$ cat config.mk
export PLATFORM = sky130hd
export DESIGN_NAME = bus_rr_arbiter_flat
export DESIGN_NICKNAME = d
export VERILOG_FILES = /design/src/rtl/bus_rr_arbiter_pkg.sv /design/src/rtl/bus_rr_arbiter_if.sv /design/src/rtl/bus_rr_arbiter_picker.sv /design/src/rtl/bus_rr_arbiter.sv /design/src/flat_wrapper.sv
export SDC_FILE = /design/constraint.sdc
export NUM_CORES = 1
export LEC_CHECK = 0
export BUFFER_PORTS_ARGS = -buffer_cell sky130_fd_sc_hd__buf_2
export CORE_AREA = 2 2 124 126
export DETAILED_ROUTE_END_ITERATION = 6
export DIE_AREA = 0 0 126 128
export SKIP_LAST_GASP = 1
export SYNTH_ARGS = -nofsm -noshare
export SYNTH_HDL_FRONTEND = slang
export SYNTH_SLANG_ARGS = --single-unit
$ cat constraint.sdc
create_clock -name clk_i -period 2.7 [get_ports clk_i]
set_clock_uncertainty 0.2 [all_clocks]
set_input_delay 0.54 -clock clk_i [delete_from_list [all_inputs] [get_ports clk_i]]
set_output_delay 0.54 -clock clk_i [all_outputs]
set_load 0.01 [all_outputs]
$ cat src/rtl/bus_rr_arbiter_pkg.sv
// Shared types and sizing helpers for the round-robin bus front-end arbiter.
package bus_arb_pkg;

  typedef enum logic [1:0] {
    IDLE  = 2'd0,
    REQ   = 2'd1,
    WAIT  = 2'd2,
    DRAIN = 2'd3
  } bus_arb_state_e;

  // Index width for n items, never narrower than one bit.
  function automatic int unsigned sel_width(input int unsigned n);
    return ($clog2(n) < 1) ? 1 : $clog2(n);
  endfunction

endpackage

$ cat src/rtl/bus_rr_arbiter_if.sv
// Host-side and bus-side handshake bundle of the round-robin arbiter.
interface bus_rr_arbiter_if #(
  parameter int unsigned NrHosts      = 2,
  parameter int unsigned DataWidth    = 32,
  parameter int unsigned AddressWidth = 32
);
  localparam int unsigned BeW = DataWidth / 8;

  logic [NrHosts-1:0]                   host_req_i;
  logic [NrHosts-1:0]                   host_gnt_o;
  logic [NrHosts-1:0][AddressWidth-1:0] host_addr_i;
  logic [NrHosts-1:0]                   host_we_i;
  logic [NrHosts-1:0][BeW-1:0]          host_be_i;
  logic [NrHosts-1:0][DataWidth-1:0]    host_wdata_i;
  logic [NrHosts-1:0]                   host_rvalid_o;
  logic [NrHosts-1:0][DataWidth-1:0]    host_rdata_o;
  logic [NrHosts-1:0]                   host_err_o;

  logic                    m_req_o;
  logic                    m_gnt_i;
  logic [AddressWidth-1:0] m_addr_o;
  logic                    m_we_o;
  logic [BeW-1:0]          m_be_o;
  logic [DataWidth-1:0]    m_wdata_o;
  logic                    m_rvalid_i;
  logic [DataWidth-1:0]    m_rdata_i;
  logic                    m_err_i;

  // Arbiter view.
  modport slave (
    input  host_req_i, host_addr_i, host_we_i, host_be_i, host_wdata_i,
    output host_gnt_o, host_rvalid_o, host_rdata_o, host_err_o,
    output m_req_o, m_addr_o, m_we_o, m_be_o, m_wdata_o,
    input  m_gnt_i, m_rvalid_i, m_rdata_i, m_err_i
  );

  // Environment view: the masters plus the downstream bus.
  modport master (
    output host_req_i, host_addr_i, host_we_i, host_be_i, host_wdata_i,
    input  host_gnt_o, host_rvalid_o, host_rdata_o, host_err_o,
    input  m_req_o, m_addr_o, m_we_o, m_be_o, m_wdata_o,
    output m_gnt_i, m_rvalid_i, m_rdata_i, m_err_i
  );

endinterface

$ cat src/rtl/bus_rr_arbiter_picker.sv
// Combinational rotating-priority picker: first request at or after ptr+1, wrapping.
module bus_rr_picker #(
  parameter  int unsigned NrHosts = 2,
  localparam int unsigned SelW    = bus_arb_pkg::sel_width(NrHosts)
) (
  input  logic [NrHosts-1:0] req_i,
  input  logic [SelW-1:0]    ptr_i,
  output logic               valid_o,
  output logic [SelW-1:0]    idx_o
);

  int unsigned      cand;
  logic [SelW-1:0]  cand_idx;

  always_comb begin
    valid_o  = 1'b0;
    idx_o    = '0;
    cand     = 0;
    cand_idx = '0;
    for (int unsigned i = 0; i < NrHosts; i++) begin
      cand     = (32'(ptr_i) + 32'd1 + i) % NrHosts;
      cand_idx = SelW'(cand);
      if (!valid_o && req_i[cand_idx]) begin
        valid_o = 1'b1;
        idx_o   = cand_idx;
      end
    end
  end

endmodule

$ cat src/rtl/bus_rr_arbiter.sv
// Round-robin front end for a single-outstanding bus host port, with a
// response watchdog that turns a silent device into an error response.
module bus_rr_arbiter
  import bus_arb_pkg::*;
#(
  parameter  int unsigned NrHosts       = 2,
  parameter  int unsigned DataWidth     = 32,
  parameter  int unsigned AddressWidth  = 32,
  parameter  int unsigned TimeoutCycles = 1024,
  localparam int unsigned SelW          = sel_width(NrHosts)
) (
  input  logic            clk_i,
  input  logic            rst_i,
  bus_rr_arbiter_if.slave bus_if,
  output logic            busy_o,
  output logic            timeout_o,
  output logic [SelW-1:0] sel_o
);

  localparam int unsigned     CntW    = sel_width(TimeoutCycles + 1);
  localparam bit              WdogEn  = (TimeoutCycles != 0);
  localparam logic [CntW-1:0] CntLast = CntW'((TimeoutCycles == 0) ? 0 : TimeoutCycles - 1);

  bus_arb_state_e  state_q, state_d;
  logic [SelW-1:0] sel_q, sel_d;
  logic [SelW-1:0] rr_q, rr_d;
  logic [CntW-1:0] cnt_q, cnt_d;

  logic            pick_valid;
  logic [SelW-1:0] pick_idx;

  bus_rr_picker #(
    .NrHosts(NrHosts)
  ) u_picker (
    .req_i  (bus_if.host_req_i),
    .ptr_i  (rr_q),
    .valid_o(pick_valid),
    .idx_o  (pick_idx)
  );

  // rr_q starts at the last host so host 0 wins the first arbitration.
  always_ff @(posedge clk_i or posedge rst_i) begin
    if (rst_i) begin
      state_q <= IDLE;
      sel_q   <= '0;
      rr_q    <= SelW'(NrHosts - 1);
      cnt_q   <= '0;
    end else begin
      state_q <= state_d;
      sel_q   <= sel_d;
      rr_q    <= rr_d;
      cnt_q   <= cnt_d;
    end
  end

  always_comb begin
    state_d              = state_q;
    sel_d                = sel_q;
    rr_d                 = rr_q;
    cnt_d                = cnt_q;
    timeout_o            = 1'b0;
    bus_if.host_gnt_o    = '0;
    bus_if.host_rvalid_o = '0;
    bus_if.host_rdata_o  = '0;
    bus_if.host_err_o    = '0;
    bus_if.m_req_o       = 1'b0;
    bus_if.m_addr_o      = '0;
    bus_if.m_we_o        = 1'b0;
    bus_if.m_be_o        = '0;
    bus_if.m_wdata_o     = '0;

    unique case (state_q)
      IDLE: begin
        if (pick_valid) begin
          sel_d   = pick_idx;
          state_d = REQ;
        end
      end

      // A withdrawn request abandons the slot without moving the pointer.
      REQ: begin
        bus_if.m_req_o   = bus_if.host_req_i[sel_q];
        bus_if.m_addr_o  = bus_if.host_addr_i[sel_q];
        bus_if.m_we_o    = bus_if.host_we_i[sel_q];
        bus_if.m_be_o    = bus_if.host_be_i[sel_q];
        bus_if.m_wdata_o = bus_if.host_wdata_i[sel_q];
        if (!bus_if.host_req_i[sel_q]) begin
          state_d = IDLE;
        end else if (bus_if.m_gnt_i) begin
          bus_if.host_gnt_o[sel_q] = 1'b1;
          rr_d    = sel_q;
          cnt_d   = '0;
          state_d = WAIT;
        end
      end

      // A real response always beats a coincident watchdog expiry.
      WAIT: begin
        if (bus_if.m_rvalid_i) begin
          bus_if.host_rvalid_o[sel_q] = 1'b1;
          bus_if.host_rdata_o[sel_q]  = bus_if.m_rdata_i;
          bus_if.host_err_o[sel_q]    = bus_if.m_err_i;
          state_d = IDLE;
        end else begin
          if (cnt_q != '1) cnt_d = cnt_q + CntW'(1);
          if (WdogEn && (cnt_q == CntLast)) begin
            bus_if.host_rvalid_o[sel_q] = 1'b1;
            bus_if.host_err_o[sel_q]    = 1'b1;
            timeout_o = 1'b1;
            state_d   = DRAIN;
          end
        end
      end

      // The abandoned response is swallowed so the bus sees exactly one per grant.
      DRAIN: begin
        if (bus_if.m_rvalid_i) state_d = IDLE;
      end

      default: state_d = IDLE;
    endcase
  end

  assign busy_o = (state_q != IDLE);
  assign sel_o  = sel_q;

endmodule

$ cat src/flat_wrapper.sv
// flat-port wrapper written by rule: the top's interface ports become plain ports
module bus_rr_arbiter_flat import bus_arb_pkg::*;
#(
  parameter  int unsigned NrHosts       = 2,
  parameter  int unsigned DataWidth     = 32,
  parameter  int unsigned AddressWidth  = 32,
  parameter  int unsigned TimeoutCycles = 1024,
  localparam int unsigned SelW          = sel_width(NrHosts)
)
  (clk_i, rst_i, busy_o, timeout_o, sel_o, bus_if_host_req_i, bus_if_host_addr_i, bus_if_host_we_i, bus_if_host_be_i, bus_if_host_wdata_i, bus_if_host_gnt_o, bus_if_host_rvalid_o, bus_if_host_rdata_o, bus_if_host_err_o, bus_if_m_req_o, bus_if_m_addr_o, bus_if_m_we_o, bus_if_m_be_o, bus_if_m_wdata_o, bus_if_m_gnt_i, bus_if_m_rvalid_i, bus_if_m_rdata_i, bus_if_m_err_i);
  bus_rr_arbiter_if #(.NrHosts(NrHosts), .DataWidth(DataWidth), .AddressWidth(AddressWidth)) bus_if_i ();
  input  logic clk_i;
  input  logic rst_i;
  output logic busy_o;
  output logic timeout_o;
  output logic [SelW-1:0] sel_o;
  input wire logic [$bits(bus_if_i.host_req_i)-1:0] bus_if_host_req_i;
  input wire logic [$bits(bus_if_i.host_addr_i)-1:0] bus_if_host_addr_i;
  input wire logic [$bits(bus_if_i.host_we_i)-1:0] bus_if_host_we_i;
  input wire logic [$bits(bus_if_i.host_be_i)-1:0] bus_if_host_be_i;
  input wire logic [$bits(bus_if_i.host_wdata_i)-1:0] bus_if_host_wdata_i;
  output wire logic [$bits(bus_if_i.host_gnt_o)-1:0] bus_if_host_gnt_o;
  output wire logic [$bits(bus_if_i.host_rvalid_o)-1:0] bus_if_host_rvalid_o;
  output wire logic [$bits(bus_if_i.host_rdata_o)-1:0] bus_if_host_rdata_o;
  output wire logic [$bits(bus_if_i.host_err_o)-1:0] bus_if_host_err_o;
  output wire logic [$bits(bus_if_i.m_req_o)-1:0] bus_if_m_req_o;
  output wire logic [$bits(bus_if_i.m_addr_o)-1:0] bus_if_m_addr_o;
  output wire logic [$bits(bus_if_i.m_we_o)-1:0] bus_if_m_we_o;
  output wire logic [$bits(bus_if_i.m_be_o)-1:0] bus_if_m_be_o;
  output wire logic [$bits(bus_if_i.m_wdata_o)-1:0] bus_if_m_wdata_o;
  input wire logic [$bits(bus_if_i.m_gnt_i)-1:0] bus_if_m_gnt_i;
  input wire logic [$bits(bus_if_i.m_rvalid_i)-1:0] bus_if_m_rvalid_i;
  input wire logic [$bits(bus_if_i.m_rdata_i)-1:0] bus_if_m_rdata_i;
  input wire logic [$bits(bus_if_i.m_err_i)-1:0] bus_if_m_err_i;
  assign bus_if_i.host_req_i = bus_if_host_req_i;
  assign bus_if_i.host_addr_i = bus_if_host_addr_i;
  assign bus_if_i.host_we_i = bus_if_host_we_i;
  assign bus_if_i.host_be_i = bus_if_host_be_i;
  assign bus_if_i.host_wdata_i = bus_if_host_wdata_i;
  assign bus_if_host_gnt_o = bus_if_i.host_gnt_o;
  assign bus_if_host_rvalid_o = bus_if_i.host_rvalid_o;
  assign bus_if_host_rdata_o = bus_if_i.host_rdata_o;
  assign bus_if_host_err_o = bus_if_i.host_err_o;
  assign bus_if_m_req_o = bus_if_i.m_req_o;
  assign bus_if_m_addr_o = bus_if_i.m_addr_o;
  assign bus_if_m_we_o = bus_if_i.m_we_o;
  assign bus_if_m_be_o = bus_if_i.m_be_o;
  assign bus_if_m_wdata_o = bus_if_i.m_wdata_o;
  assign bus_if_i.m_gnt_i = bus_if_m_gnt_i;
  assign bus_if_i.m_rvalid_i = bus_if_m_rvalid_i;
  assign bus_if_i.m_rdata_i = bus_if_m_rdata_i;
  assign bus_if_i.m_err_i = bus_if_m_err_i;
  bus_rr_arbiter #(.NrHosts(NrHosts), .DataWidth(DataWidth), .AddressWidth(AddressWidth), .TimeoutCycles(TimeoutCycles)) u_core (.clk_i(clk_i), .rst_i(rst_i), .bus_if(bus_if_i), .busy_o(busy_o), .timeout_o(timeout_o), .sel_o(sel_o));
endmodule
# After elaboration in Yosys (flattened, before gate mapping)
# Cells that the tools add are included.
[classes] muxes=52 magnitude_cmp=4 n_eq_ne=13 reduce_logical=10 bitwise_logic=2 addsub=3
[op_table] cell="two-way mux 32 bit" count=7
[op_table] cell="two-way mux 64 bit" count=2
[op_table] cell="bitwise AND 64 bit" count=1
[op_table] cell="two-way mux 11 bit" count=4
[op_table] cell="demux 32 bit (select 1 bit)" count=1
[op_table] cell="two-way mux 2 bit" count=14
[op_table] cell="case mux 11 bit (2 select lines)" count=1
[op_table] cell="two-way mux 1 bit" count=18
[op_table] cell="two-way mux 4 bit" count=3
[op_table] cell="adder 11 x 1 -> 11 bit (second input constant)" count=1
[op_table] cell="equality test 11 x 10 -> 1 bit (second input constant)" count=1
[op_table] cell="!= test 11 bit (second input constant)" count=1
[op_table] cell="case mux 2 bit (4 select lines)" count=1
[op_table] cell="< comparator 1 x 2 -> 1 bit (second input constant)" count=3
[op_table] cell="!= test 2 x 1 -> 1 bit (second input constant)" count=3
[op_table] cell="!= test 2 bit (second input constant)" count=3
[op_table] cell="AND reduction 5 bit" count=1
[op_table] cell="equality test 2 bit (second input constant)" count=2
[op_table] cell="AND reduction 4 bit" count=1
[op_table] cell="nonzero test 2 bit" count=2
[op_table] cell="!= test 3 x 2 -> 1 bit (second input constant)" count=1
[op_table] cell="!= test 3 bit (second input constant)" count=1
[op_table] cell="AND reduction 3 bit" count=1
[op_table] cell="adder 1 bit (second input constant)" count=2
[op_table] cell="other kinds (8)" count=9
[totals] word_cells=88 ff_bits=15 input_bits=177 out_inout_bits=143

# Depth between registers and ports, before layout
[logic_depth] word_depth=9 mapped_depth=7 depth_no_buf=5

# Modules after synthesis
# From an unflattened synthesis, not the netlist that was laid out.
[unflattened] cells_unflattened=345 hier_area_um2=2451.1
[modules_own_cells] mod="bus_rr_arbiter" seq_area_each_um2=376.6 n_inst=1 cells_per_inst=343 area_each_um2=2437.3
[modules_own_cells] mod="bus_rr_picker" seq_area_each_um2=0.0 n_inst=1 cells_per_inst=2 area_each_um2=13.8

# Worst setup path before layout
# OpenSTA, ideal clock, no wires.
[synth_path] path_kind="register to output" start="register u_core.cnt_q[0]" end="output bus_if_host_err_o[0]" arrival_ns=1.719 required_ns=1.960 stages_incl_launch_ff=6 n_path_buf=0 slack_ns=0.241 path_cell_list="dfrtp_1 ha_1 nand3_2 or4_1 o21ai_1 nor3b_1"
[synth_between] elab_chain_len=4
[synth_rtl] element="from (decl)" line_no="bus_rr_arbiter.sv:27" source="logic [CntW-1:0] cnt_q, cnt_d;"
[synth_rtl] element="from (signal assigned)" line_no="bus_rr_arbiter.sv:52" source="cnt_q <= cnt_d;"
[synth_rtl] element="equality test 11 x 10 -> 1 bit" line_no="bus_rr_arbiter.sv:106" source="if (WdogEn && (cnt_q == CntLast)) begin"
[synth_rtl] element="two-way mux 2 bit" line_no="bus_rr_arbiter.sv:106"
[synth_rtl] element="two-way mux 2 bit" line_no="bus_rr_arbiter.sv:99" source="if (bus_if.m_rvalid_i) begin"
[synth_rtl] element="two-way mux 2 bit" line_no="bus_rr_arbiter.sv:72" source="unique case (state_q)"
[synth_rtl] element="to (decl)" line_no="flat_wrapper.sv:25" source="output wire logic [$bits(bus_if_i.host_err_o)-1:0] bus_if_host_err_o;"
# Every way passes these cells.

# Worst setup path after layout
[layout_path] start="register u_core.cnt_q[1]" end="output bus_if_host_err_o[0]"
# Same word-level chain as after synthesis.

==> flow_metrics.env <==
export IMPL_status="finished, final reports clean"
export IMPL_drv_cap=0
export IMPL_drc=0
export IMPL_most_frequent_cells_in_the_layout="buf_2 (319), nor2_1 (77), mux2i_1 (71), and3_1 (65), dfrtp_1 (13)"
export IMPL_mostFrequentLayoutCell="buf_2"
export IMPL_hold_buffers=0
export IMPL_worstPathRequired_ns=1.96
export IMPL_final_util_pct=29.3
export IMPL_clock_tree_buffer_depth=2
export IMPL_final_min_period_over_clock_period_pct=96.0
export IMPL_synth_top_cells_by_area="mux2i_1 (29%), and3_1 (17%), dfrtp_1 (14%), nor2_1 (12%), clkbuf_1 (3.7%)"
export IMPL_slew_worst_pin_ns=0.588
export IMPL_lkg_pwr_uw=0.00289
export IMPL_slew_headroom_pct=60.8
export IMPL_placementRows=45
export IMPL_drt_first_iter_violations=133
export IMPL_power_per_cell_area_nw_per_um2=722
export IMPL_total_area_of_sequential_cells_um2=380
export IMPL_final_period_minus_worst_setup_slack_ns=2.59
export IMPL_mappedNetlistNets=516
export IMPL_detailroute_via_count=3585
export IMPL_first_pass_iters=4
export IMPL_r2r_setup_slack_ns=0.46
export IMPL_drive_above_1_share_pct=54.2
export IMPL_cts_sinks=15
export IMPL_final_hold_viol_count=0
export IMPL_h_tree_level_count=1
export IMPL_synth_top_area_share_pct=29.3
export IMPL_seq_area_frac_synth_pct=15.5
export IMPL_p_comb_share_pct=79.8
export IMPL_synth_yosys_warnings=0
export IMPL_avgSynthCellArea_um2=7.17
export IMPL_power_clock_fraction_pct=9.4
export IMPL_final_antenna_net_count=0
export IMPL_cp_start_kind="flip-flop"
export IMPL_routabilityCongestion=0.853
export IMPL_coreArea_um2=14900
export IMPL_insertion_delay_ns=0.25
export IMPL_setup_viol=0
export IMPL_reg_power_share_pct=10.8
export IMPL_post_synth_instance_area_um2=2420
export IMPL_num_fill_cells=1657
export IMPL_cp_max_fo=4
export IMPL_netlist_cell_type_count=39
export IMPL_end_kind="output port"
export IMPL_area_of_the_multi_input_gates_um2=1910
export IMPL_drt_vias_per_instance=4.34
export IMPL_grt_util_all_layers_pct=13.0
export IMPL_initial_core_util_pct=16.3
export IMPL_synth_area_leader_cell="mux2i_1"
export IMPL_tritoncts_num_buffers=3
export IMPL_drv_slew=0
export IMPL_syn_instance_count=338
export IMPL_power_report_internal_total_uw=1520
export IMPL_arrival_ns=1.85
export IMPL_rsz0062_at_grt="yes"
export IMPL_port_buffers=319
export IMPL_die_w_um=126
export IMPL_finish_net_count=817
export IMPL_totalPowerFinal_uw=3140
export IMPL_cts_reportedPaths_clkPinSlew_ns=0.05
export IMPL_cts_root_buffer="clkbuf_16"
export IMPL_height_of_the_die_um=128
export IMPL_vdd_ir_drop_worst_uv=348
export IMPL_grt_first_pass_wirelength_um=16800
export IMPL_post_drt_wl_per_cell_um=14.0
export IMPL_insertedDiodeCount=0
export IMPL_fmax_mhz=386
export IMPL_total_of_flip_flops_plus_latches_after_synthesis=15
export IMPL_first_global_vias=3148
export IMPL_tritoncts="done"
export IMPL_area_growth_synth_to_final_pct=79.7
export IMPL_switching_share_pct=51.7
export IMPL_maximum_number_of_pins_on_one_net_before_global_route_repair=71
export IMPL_total_switching_power_uw=1630
export IMPL_dpl_hpwl_um=9800
export IMPL_fp_dieArea_um2=16100
export IMPL_antenna_found_initial=0
export IMPL_finalWirelength_um=11600
export IMPL_global_route_overflow_total=0
export IMPL_design_portCount=320
export IMPL_worst_hold_path_type="in2async"
export IMPL_timing_worst_setup_path_type="reg2out"
-- synthesized netlist by cell type (all sizes together) --
library cell	n
nor2	77
mux2i	71
and3	65
clkbuf	24
dfrtp	14
buf	10
o31ai	10
nand2	9
o21ai	7
a21oi	5
nand2b	5
or4	5
inv	4
nand3	4
nor2b	3
nor4	3
a21o	2
and2	2
nand4	2
nor3	2
nor3b	2
o22ai	2
a31o	1
a31oi	1
and3b	1
and4	1
dfstp	1
ha	1
nand3b	1
o22a	1
o41ai	1
or3b	1
-- power by group through the flow --
stage          Sequential [µW]  Clock [µW]  Combinational, µW
6_report                   340         295               2510
2_1_floorplan              301           0               1570
3_3_place_gp               340           0               2510
5_1_grt                    353         308               2720
4_1_cts                    339         296               2520
3_5_place_dp               341           0               2510
-- cell type report --
type                            count  area share, %
Multi-Input combinational cell    285           44.0
Clock buffer                        4           1.81
Sequential cell                    15           8.74
Tap cell                          188           5.40
Inverter                            4          0.345
Timing Repair Buffer              330           39.7
-- sequential cells by signal, summed over array words and instances (netlist names) --
name	flops
u_core.state_q	2
u_core.rr_q	1
u_core.sel_o	1
u_core.cnt_q	11
-- worst paths after layout --
check	from	depth (start not counted)	to
worst max-delay path	u_core.cnt_q[1]	6	bus_if_host_err_o[0]
worst min register to register	u_core.rr_q	1	u_core.rr_q
min in group clk_i	u_core.rr_q	1	u_core.rr_q
worst min-delay path	rst_i	2	u_core.sel_o
worst max register to register	u_core.state_q[0]	4	u_core.cnt_q[7]
max in group asynchronous	rst_i	2	u_core.sel_o
-- layer usage --
layer | GRT usage, % | wire [µm] | share of wire (%)
met1 | 16.7 | 4890 | 42
met2 | 23.6 | 5650 | 49
met3 | 2.09 | 980 | 8.5
met4 | 1.55 | 46 | 0.40
met5 | 0 | 0 | 0
-- through the flow --
step	hold slack [ns]	instances	worst slack (ns)	TNS, ns	instance area, µm²
after CTS	0.184	825	0.00224	0	4320
final	0.153	826	0.108	0	4350
after detailed placement	0.299	821	0.275	0	4240
after global routing	0.216	826	-0.00517	-0.00517	4350
after global placement	0.295	821	0.278	0	4240
after floorplan	0.241	338	0.241	0	2420
-- cell families (layout without fill, tap and decap cells) --
group                    count (synthesis)  in the layout  share of synthesized area [%]
multiplexers                            71             71                           29.3
flip-flops                              15             15                           15.5
AO/OA/AOI/OAI                           30             30                           8.06
adder cells (fa/ha/maj)                  1              1                          0.516
buffers and inverters                   38            338                           6.77
AND/OR/NAND/NOR                        183            183                           39.8
-- timing repair --
| item | 4_1_cts | 5_1_grt |
|---|---|---|
| setup endpoints to repair | 1 | 5 |
| setup buffers | 0 | 1 |
| gates resized for setup | 1 | 4 |
-- critical path, stage by stage, from the launching register on --
cell,delay (ns)
dfrtp_1,0.41
ha_4,0.16
nand3_2,0.06
or4_4,0.52
o21ai_1,0.15
nor3b_2,0.16
buf_2,0.15
(Power assumes the default switching activity.)
